## src/rtl/expr_eval_pkg.sv

```systemverilog
// Shared definitions for the expression evaluator and the grammar checker:
// FSM states, character constants, class codes and the character classifier.
package expr_eval_pkg;

   typedef enum logic [1:0] {
      S_START = 2'd0,
      S_DIG   = 2'd1,
      S_OP    = 2'd2,
      S_ERR   = 2'd3
   } state_t;

   typedef enum logic [2:0] {
      C_DIG = 3'd0,
      C_ADD = 3'd1,
      C_MUL = 3'd2,
      C_EQ  = 3'd3,
      C_OTH = 3'd4
   } class_t;

   localparam logic [7:0] CH_ADD = 8'h2B;
   localparam logic [7:0] CH_MUL = 8'h2A;
   localparam logic [7:0] CH_EQ  = 8'h3D;
   localparam logic [7:0] CH_0   = 8'h30;
   localparam logic [7:0] CH_9   = 8'h39;

   function automatic class_t classify(input logic [7:0] ch);
      class_t c;
      if (ch >= CH_0 && ch <= CH_9) c = C_DIG;
      else if (ch == CH_ADD)        c = C_ADD;
      else if (ch == CH_MUL)        c = C_MUL;
      else if (ch == CH_EQ)         c = C_EQ;
      else                          c = C_OTH;
      return c;
   endfunction

endpackage

```

## src/rtl/expr_eval_if.sv

```systemverilog
// Character-in / result-out bundle of the expression evaluator.
interface expr_eval_if #(parameter int W = 16);
   logic         in_valid;
   logic [7:0]   in;
   logic         ok;
   logic         res_valid;
   logic [W-1:0] result;
   logic         err;
   logic         ovf;

   modport master (output in_valid, in, input ok, res_valid, result, err, ovf);
   modport slave  (input in_valid, in, output ok, res_valid, result, err, ovf);
endinterface

```

## src/rtl/expr_eval_char_class.sv

```systemverilog
// Combinational character classifier: ASCII byte -> class code and digit value.
module char_class
   import expr_eval_pkg::*;
(
   input  logic [7:0] ch,
   output class_t     cls,
   output logic [3:0] digit
);
   always_comb begin
      cls   = classify(ch);
      // '0'..'9' are 8'h30..8'h39, so the low nibble is the value
      digit = (cls == C_DIG) ? ch[3:0] : 4'd0;
   end
endmodule

```

## src/rtl/expr_eval.sv

```systemverilog
// Evaluates "d(op d)*=" streams with '*' binding tighter than '+'.
// Optional saturating arithmetic and overflow flag when EXPR_SAT_EN is defined.
//
// state   | meaning
// S_START | expecting the first digit of an expression
// S_DIG   | last char was a digit; operator or '=' may follow
// S_OP    | last char was an operator; digit must follow
// S_ERR   | malformed expression; waiting for '=' to report it
module expr_eval
   import expr_eval_pkg::*;
#(
   parameter int W = 16
) (
   input  logic        clk,
   input  logic        clr_n,
   expr_eval_if.slave  bus
);
   class_t       cls;
   logic [3:0]   d;
   state_t       state, state_nxt;
   logic [W-1:0] sum, term, result, term_dig, sum_nxt;
   logic         mul_pend, ok, res_valid, err;
   logic         acc_dig, acc_add, acc_mul, good_eq, bad_eq;

   char_class u_char_class (.ch(bus.in), .cls(cls), .digit(d));

   always_ff @(posedge clk or negedge clr_n) begin
      if (!clr_n)            state <= S_START;
      else if (bus.in_valid) state <= state_nxt;
   end

   always_comb begin
      state_nxt = state;
      case (state)
         S_START: state_nxt = (cls == C_DIG) ? S_DIG : (cls == C_EQ) ? S_START : S_ERR;
         S_DIG:   state_nxt = (cls == C_ADD || cls == C_MUL) ? S_OP :
                              (cls == C_EQ) ? S_START : S_ERR;
         S_OP:    state_nxt = (cls == C_DIG) ? S_DIG : (cls == C_EQ) ? S_START : S_ERR;
         S_ERR:   state_nxt = (cls == C_EQ) ? S_START : S_ERR;
         default: state_nxt = S_START;
      endcase
   end

   always_comb begin
      acc_dig = 1'b0;
      acc_add = 1'b0;
      acc_mul = 1'b0;
      good_eq = 1'b0;
      bad_eq  = 1'b0;
      if (bus.in_valid) begin
         acc_dig = (state == S_START || state == S_OP) && cls == C_DIG;
         acc_add = (state == S_DIG) && cls == C_ADD;
         acc_mul = (state == S_DIG) && cls == C_MUL;
         good_eq = (state == S_DIG) && cls == C_EQ;
         bad_eq  = (state != S_DIG) && cls == C_EQ;
      end
   end

`ifdef EXPR_SAT_EN
   logic [W+3:0] prod_full;
   logic [W:0]   sum_full;
   logic         sat_prod, sat_sum, ovf_acc, ovf;

   always_comb begin
      prod_full = {4'd0, term} * {{W{1'b0}}, d};
      sum_full  = {1'b0, sum} + {1'b0, term};
      sat_prod  = mul_pend && (|prod_full[W+3:W]);
      sat_sum   = sum_full[W];
      term_dig  = !mul_pend ? W'(d) : sat_prod ? '1 : prod_full[W-1:0];
      sum_nxt   = sat_sum ? '1 : sum_full[W-1:0];
   end

   // ovf_acc collects saturations inside the expression; ovf publishes it at '='
   always_ff @(posedge clk or negedge clr_n) begin
      if (!clr_n) begin
         ovf_acc <= 1'b0;
         ovf     <= 1'b0;
      end else if (good_eq || bad_eq) begin
         ovf     <= ovf_acc | (good_eq & sat_sum);
         ovf_acc <= 1'b0;
      end else if ((acc_dig && sat_prod) || (acc_add && sat_sum)) begin
         ovf_acc <= 1'b1;
      end
   end

   assign bus.ovf = ovf;
`else
   always_comb begin
      term_dig = mul_pend ? W'(term * W'(d)) : W'(d);
      sum_nxt  = sum + term;
   end

   assign bus.ovf = 1'b0;
`endif

   always_ff @(posedge clk or negedge clr_n) begin
      if (!clr_n) begin
         sum       <= '0;
         term      <= '0;
         mul_pend  <= 1'b0;
         result    <= '0;
         ok        <= 1'b0;
         res_valid <= 1'b0;
         err       <= 1'b0;
      end else begin
         res_valid <= good_eq;
         err       <= bad_eq;
         if (bus.in_valid) begin
            ok <= (state_nxt == S_DIG);
            if (good_eq || bad_eq) begin
               sum      <= '0;
               term     <= '0;
               mul_pend <= 1'b0;
               if (good_eq) result <= sum_nxt;
            end else begin
               if (acc_dig) term <= term_dig;
               if (acc_mul) mul_pend <= 1'b1;
               if (acc_add) begin
                  sum      <= sum_nxt;
                  mul_pend <= 1'b0;
               end
            end
         end
      end
   end

   assign bus.ok        = ok;
   assign bus.res_valid = res_valid;
   assign bus.result    = result;
   assign bus.err       = err;
endmodule

```

## src/flat_wrapper.sv

```systemverilog
// flat-port wrapper written by rule: the top's interface ports become plain ports
module expr_eval_flat import expr_eval_pkg::*;
#(
   parameter int W = 16
)
  (clk, clr_n, bus_in_valid, bus_in, bus_ok, bus_res_valid, bus_result, bus_err, bus_ovf);
  expr_eval_if #(.W(W)) bus_i ();
  input  logic clk;
  input  logic clr_n;
  input wire logic [$bits(bus_i.in_valid)-1:0] bus_in_valid;
  input wire logic [$bits(bus_i.in)-1:0] bus_in;
  output wire logic [$bits(bus_i.ok)-1:0] bus_ok;
  output wire logic [$bits(bus_i.res_valid)-1:0] bus_res_valid;
  output wire logic [$bits(bus_i.result)-1:0] bus_result;
  output wire logic [$bits(bus_i.err)-1:0] bus_err;
  output wire logic [$bits(bus_i.ovf)-1:0] bus_ovf;
  assign bus_i.in_valid = bus_in_valid;
  assign bus_i.in = bus_in;
  assign bus_ok = bus_i.ok;
  assign bus_res_valid = bus_i.res_valid;
  assign bus_result = bus_i.result;
  assign bus_err = bus_i.err;
  assign bus_ovf = bus_i.ovf;
  expr_eval #(.W(W)) u_core (.clk(clk), .clr_n(clr_n), .bus(bus_i));
endmodule
```

## config.mk

```make
export PLATFORM = sky130hd
export DESIGN_NAME = expr_eval_flat
export DESIGN_NICKNAME = d
export VERILOG_FILES = /design/src/rtl/expr_eval_pkg.sv /design/src/rtl/expr_eval_if.sv /design/src/rtl/expr_eval_char_class.sv /design/src/rtl/expr_eval.sv /design/src/flat_wrapper.sv
export SDC_FILE = /design/constraint.sdc
export NUM_CORES = 1
export LEC_CHECK = 0
export BUFFER_PORTS_ARGS = -buffer_cell sky130_fd_sc_hd__buf_2
export CAP_MARGIN = 20
export CORE_ASPECT_RATIO = 0.9
export CORE_MARGIN = 2
export CORE_UTILIZATION = 50
export DETAILED_ROUTE_END_ITERATION = 10
export MAX_ROUTING_LAYER = met4
export PLACE_DENSITY = 0.68
export SYNTH_ARGS = -nofsm -noshare
export SYNTH_HDL_FRONTEND = slang
export SYNTH_SLANG_ARGS = --single-unit
export TNS_END_PERCENT = 1
```

## constraint.sdc

```tcl
create_clock -name clk -period 9.4 [get_ports clk]
set_input_delay 1.41 -clock clk [delete_from_list [all_inputs] [get_ports clk]]
set_output_delay 1.41 -clock clk [all_outputs]
set_load 0.03 [all_outputs]
```

==> impl_metrics.tcl, run 1 <==
set metrics [dict create \
    outcome "complete, no violations" \
    ys_seq_elements 54 \
    core.rowCount 32 \
    critical_path_required_ns 9.59 \
    clk_latency_ns 0.32 \
    place_ws_ns 3.17 \
    layout_min_cycle_time_ns 5.87 \
    hold_path_class "reg2reg" \
    grt_pass1_vias 3331 \
    cts_buffers 5 \
    cts_max_level 2 \
    synth_area_leader_cell "dfrtp_1" \
    antenna_found_initial 0 \
    wirelength_mm 9.64 \
    die_w_microns 102 \
    synth.cell_area_sq_um 4360 \
    syn_inst 493 \
    gr-total-overflow 0 \
    clock-root-buffer "clkbuf_8" \
    hold_viol 0 \
    dieArea_sq_um 9480 \
    syn_to_final_growth_pct 8.24 \
    postPlaceCellArea_sq_um 4600 \
    p_switching_mw 0.0960 \
    synthDistinctLibCells 54 \
    nets 584 \
    combPwrFrac_pct 4.1 \
    final_common_cell "nand2_1" \
    synthAdderAreaFrac_pct 20.8 \
    ys_warn_count 0 \
    synthMuxAreaShare_pct 0.689 \
    dp_hpwl_mm 7.25 \
    fin_area_sq_um 4720 \
    p_seq_share_pct 56.8 \
    initial_utilization_pct 51.1 \
    drc 0 \
    peakVddDrop_mv 0.0763 \
    clkTransAtPathRegs_ns 0.10 \
    p_clk_share_pct 39.1 \
    vias 3498 \
    tns_ns 0 \
    synthFlopType "dfrtp_1" \
    drive_above_1_share_pct 9.67 \
    postCtsSetupBuffers 0 \
    synthTopCellsByArea "dfrtp_1, fa_1, ha_1" \
    fillCellCount 789 \
    crit_path_end_kind "flip-flop" \
    post_cts_resized 0 \
    grt_util_all_layers_pct 22.8 \
    synth-seq-area-share_pct 31.0 \
    grt_pass1_wl_mm 16.6 \
    dieHeight_microns 92.6 \
    via_per_inst 5.50 \
    ctsHoldBuffers 0 \
    setup_viol 0 \
    slew_viol_final 0 \
    rsz0062_at_grt "false" \
    powerDensity_nw_per_um2 87.7 \
    tightest_slew_ns 1.10 \
    clockBufferDepth 2 \
    drt_iter0_markers 193 \
    syn_nets 561 \
    yosys.area_share.simple_pct 18.8 \
    avgSynthCellArea_sq_um 8.84 \
    num_antenna_cells 0 \
    internal_power_mw 0.318 \
    dr.pass1.iters 5 \
    skew_ns 0.00647 \
    relSlewSlack_pct 26.1 \
    final_cell_mix "nand2_1, inv_1, dfrtp_1" \
    p_sw_share_pct 23.2 \
    crit_arrival_ns 6.07 \
    synth.top_cell.area_share_pct 31.0 \
    gp_congestion 0.938 \
    fin_ws_ns 3.53 \
    drtAntennaViolNets 0 \
    critical_path_class "in2reg" \
    maxCapViolCount 0 \
    fin_crit_sh_pct 62.5 \
    cp-start-kind "input pin" \
    io_pins 31 \
    synth_compound_area_share_pct 17.0 \
    p_leak_nw 2.46 \
    ys_async_sr_fraction_pct 100 \
    grt_max_degree 55 \
    synth_edf_count 0 \
    wl_per_cell_microns 15.2 \
    cts_tree "built" \
    core_sq_um 8530 \
    path_max_fanout 11 \
    synth_xor_area_share_pct 5.20 \
    numPortBuffers 29 \
    synth_top_family_by_area "adder cells" \
    clock-sinks 54 \
    fmax_mhz 170 \
]
synth_stat cells, drive strengths merged (2+ instances only):
master and count:
a211oi 4, a21o 7, mux2i 3, nor3 4, nand2b 5, o21ai 52, dfrtp 54, inv 54
ha 31, clkbuf 15, a211o 5, nor3b 2, o31ai 5, and3 23, nor2 19, o21bai 3
nand2 63, nor4 2, and4b 2, o211ai 2, xor2 15, fa 26, and2 16, xnor2 10
buf 2, nand3 23, o21a 7, a21oi 20
cells by family after synthesis:
kind of cell    Yosys count
other cells               1
buf+inv                  71
compound gates          116
mux                       3
xor+xnor                 25
fa+ha+maj                57
flops                    54
simple gates            166
worst paths after layout:
check	from	end	slack, ns	cells past startpoint
worst max-delay path	bus_in[7]	u_core.term[14]	3.53	17
worst min-delay path	u_core.bus.result[4]	u_core.bus.result[4]	0.49	2
worst max register to register	u_core.term[1]	u_core.term[14]	5.24	15
worst min register to register	u_core.bus.result[4]	u_core.bus.result[4]	0.49	2
max in group asynchronous	clr_n	u_core.term[1]	7.72	2
min in group asynchronous	clr_n	u_core.term[10]	1.20	2
power by group through the flow:
stage	logic (mW)	clock network (mW)	registers (mW)
final	0.0169	0.162	0.235
after global routing	0.0191	0.175	0.235
after CTS	0.0171	0.168	0.235
after detailed placement	0.0171	0	0.240
after global placement	0.0164	0	0.240
after floorplan	0.00748	0	0.239
sequential cells by signal, summed over array words and instances (netlist names):
| signal | flops |
|---|---|
| u_core.bus.res_valid | 1 |
| u_core.sum | 16 |
| u_core.term | 16 |
| u_core.mul_pend | 1 |
| u_core.state | 2 |
| u_core.bus.err | 1 |
| u_core.bus.result | 16 |
| u_core.bus.ok | 1 |
cell type report:
type / instances / area [sq um] / area share [%]
well taps: 119 / 149 / 3.16
flip-flops and latches: 54 / 1350 / 28.6
repair buffers: 33 / 175 / 3.71
clock buffers: 6 / 72.6 / 1.54
clock inverters: 2 / 37.5 / 0.796
inverters: 54 / 203 / 4.30
multi-input cells: 368 / 2730 / 57.9
metrics by stage:
step	cells	util, %	hold WS (ns)	power (mW)
3_3_place_gp	627	53.9	0.461	0.256
3_5_place_dp	627	53.9	0.469	0.257
5_1_grt	636	55.3	0.514	0.429
6_report	636	55.3	0.487	0.414
4_1_cts	635	55.2	0.494	0.420
2_1_floorplan	493	-	0.457	0.246
worst max-delay path: stages:
cell and delay (ns):
buf_2 0.10, nor2_1 0.13, nand3_1 0.19, nor3_1 0.92, nand2_1 0.19, fa_1 0.55, fa_1 0.54, inv_1 0.07
fa_1 0.49, a211o_1 0.29, o211ai_2 0.11, nand3_1 0.11, a221o_1 0.37, a21o_1 0.19, a21oi_1 0.17, xor2_1 0.17
o21ai_1 0.07
routing by layer:
metal	routed length (microns)	global-route usage, %
met1	4540	32.3
met2	4690	35.1
met3	320	3.85
met4	91	4.00
met5	0	-
(Power assumes the default switching activity.)
==> run 2, diff against run 1 <==
--- a/config.mk
+++ b/config.mk
@@ -5,6 +5,7 @@
 export SDC_FILE = /design/constraint.sdc
 export NUM_CORES = 1
 export LEC_CHECK = 0
+export ABC_AREA = 1
 export BUFFER_PORTS_ARGS = -buffer_cell sky130_fd_sc_hd__buf_2
 export CAP_MARGIN = 20
 export CORE_ASPECT_RATIO = 0.9
==> constraint.sdc (replaced) <==
create_clock -name clk -period 6.1 [get_ports clk]
set_input_delay 0.915 -clock clk [delete_from_list [all_inputs] [get_ports clk]]
set_output_delay 0.915 -clock clk [all_outputs]
set_load 0.03 [all_outputs]
==> impl_metrics.tcl, run 2 <==
set metrics [dict create \
    grt_pass1_vias 4040 \
    initial_utilization_pct 51.4 \
    cp-start-kind "input pin" \
    synth_area_leader_cell "dfrtp_1" \
    io_pins 31 \
    p_seq_share_pct 48.7 \
    wirelength_mm 11.7 \
    hold_viol 0 \
    tightest_slew_ns 0.735 \
    synth-seq-area-share_pct 28.9 \
    fmax_mhz 236 \
    crit_buf_inv 5 \
    core_sq_um 9080 \
    num_antenna_cells 0 \
    cts_max_level 2 \
    via_per_inst 5.24 \
    peakVddDrop_mv 0.107 \
    dieArea_sq_um 10100 \
    crit_slowest_cell "fa_1" \
    synthTopCellsByCount "nand2_1, inv_1, nor2_1, dfrtp_1, nand3_1" \
    clk_latency_ns 0.31 \
    combPwrFrac_pct 27.0 \
    numPortBuffers 29 \
    p_leak_nw 2.76 \
    avgSynthCellArea_sq_um 7.32 \
    dr.pass1.iters 4 \
    dieHeight_microns 95.7 \
    gp_congestion 1.01 \
    crit_arrival_ns 4.47 \
    numPlacedInstances 780 \
    cts_tree "built" \
    drc 0 \
    tns_ns 0 \
    p_clk_share_pct 24.4 \
    worst_path_most_repeated_cell "nor2_1" \
    ys_seq_elements 54 \
    antenna_found_initial 0 \
    maxCapViolCount 0 \
    p_sw_share_pct 37.4 \
    powerDensity_nw_per_um2 171 \
    hold_path_class "reg2reg" \
    die_w_microns 106 \
    p_switching_mw 0.319 \
    layout_min_cycle_time_ns 4.23 \
    core.rowCount 33 \
    slew_viol_final 0 \
    final_cell_mix "nand2_1, inv_1, nor2_1" \
    clock-root-buffer "clkbuf_8" \
    cpPeakStageDelay_ns 0.53 \
    skew_ns 0.00908 \
    post_cts_resized 0 \
    power_mw 0.853 \
    crit_path_end_kind "flip-flop" \
    drive_above_1_share_pct 10.8 \
    synth.cell_area_sq_um 4670 \
    vias 4125 \
    clock-sinks 54 \
    ys_warn_count 0 \
    ctsHoldBuffers 0 \
    layout.cells.non_filler 787 \
    rsz0062_at_grt "false" \
    relSlewSlack_pct 51.0 \
    internal_power_mw 0.534 \
    reg.largest.list "u_core.bus.result (16), u_core.sum (16), u_core.term (16)" \
    postCtsSetupBuffers 0 \
    ys_async_sr_fraction_pct 100 \
    syn_nets 706 \
    wl_per_cell_microns 14.9 \
    cts_buffers 5 \
    gr-total-overflow 0 \
    path_max_fanout 12 \
    whs_ns 0.483 \
    fin_crit_sh_pct 69.4 \
    critical_path_class "in2reg" \
    critical_path_required_ns 6.33 \
    syn_inst 638 \
    synthDistinctLibCells 38 \
    syn_to_final_growth_pct 6.89 \
    outcome "complete, no violations" \
    dp_hpwl_mm 9.18 \
    utilization_pct 54.9 \
    yosysMostFrequentCell "nand2_1" \
    grt_max_degree 55 \
    setup_viol 0 \
    synth.top_cell.area_share_pct 28.9 \
    synthTopCellsByArea "dfrtp_1, nand2_1, fa_1" \
    grt_util_all_layers_pct 25.6 \
    crit_chain "buf_2, nor2_1, nor2_1, nor2_4, inv_2, nor2_1, inv_1, nor2_1, fa_1, inv_1, fa_1, inv_1, ha_1, a21o_1, a31o_2, nand3_1, nand3_1, nand2_1, nand2_1, o21ai_0" \
    clkTransAtPathRegs_ns 0.11 \
    nets 733 \
    critPathTopFamily "adder cells" \
    grt_pass1_wl_mm 19.9 \
    final_common_cell "nand2_1" \
    drt_iter0_markers 286 \
    drtAntennaViolNets 0 \
    synth_edf_count 0 \
    synthFlopType "dfrtp_1" \
    clockBufferDepth 2 \
]
## run 2: layout make-up
cell class | count | area, sq um
Fill cell | 921 | 4090
Tap cell | 122 | 153
Clock buffer | 5 | 68.8
Inverter | 108 | 408
Timing Repair Buffer | 30 | 153
Clock inverter | 2 | 15.0
Sequential cell | 54 | 1350
Multi-Input combinational cell | 466 | 2840
## run 2: layer usage
layer | vias up | global-route usage (%) | share of wire [%]
met3 | 8 | 3.01 | 4.7
li1 | 2073 | - | -
met2 | 105 | 39.4 | 43
met4 | 0 | 3.62 | 0.74
met5 | - | - | 0
met1 | 1939 | 37.3 | 52
## run 2: cells by family (layout without fill, tap and decap cells)
| family | count (synthesis) | after routing | synth area share, % |
|---|---|---|---|
| simple gates | 303 | 303 | 28.6 |
| buf+inv | 118 | 145 | 10.2 |
| compound gates | 94 | 94 | 10.6 |
| fa+ha+maj | 57 | 57 | 19.5 |
| flops | 54 | 54 | 28.9 |
| xor+xnor | 11 | 11 | 2.06 |
| other cells | 1 | 1 | 0.0803 |
## run 2: final timing paths
check | start | endpoint | slack (ns) | cells after the start
setup / recovery | bus_in[1] | u_core.term[13] | 1.87 | 20
hold / removal | u_core.bus.result[1] | u_core.bus.result[1] | 0.48 | 2
setup reg to reg | u_core.term[1] | u_core.term[13] | 2.74 | 14
hold reg to reg | u_core.bus.result[1] | u_core.bus.result[1] | 0.48 | 2
max in group asynchronous | clr_n | u_core.sum[9] | 4.88 | 2
min in group asynchronous | clr_n | u_core.term[9] | 0.74 | 2
## run 2: metrics by stage
step / setup slack (ns) / instance area, sq um
after floorplan: 2.00 / 4670
final: 1.87 / 4990
after CTS: 1.89 / 4990
after global placement: 1.65 / 4910
after detailed placement: 1.57 / 4910
after global routing: 1.56 / 4990
## run 2: worst register-to-register path, cell delays in order, from the launching register on
cell	delay, ns
dfrtp_1	0.44
inv_1	0.22
nor2_1	0.11
fa_1	0.55
inv_1	0.06
fa_1	0.53
inv_1	0.04
ha_1	0.37
a21o_1	0.23
a31o_2	0.26
nand3_1	0.09
nand3_1	0.11
nand2_1	0.08
nand2_1	0.05
o21ai_0	0.15
## run 2: power by group through the flow
stage	clock network [mW]	logic [mW]	registers (mW)
after CTS	0.218	0.228	0.415
after floorplan	0	0.169	0.406
final	0.208	0.230	0.415
after global routing	0.230	0.264	0.417
after global placement	0	0.223	0.423
after detailed placement	0	0.227	0.421
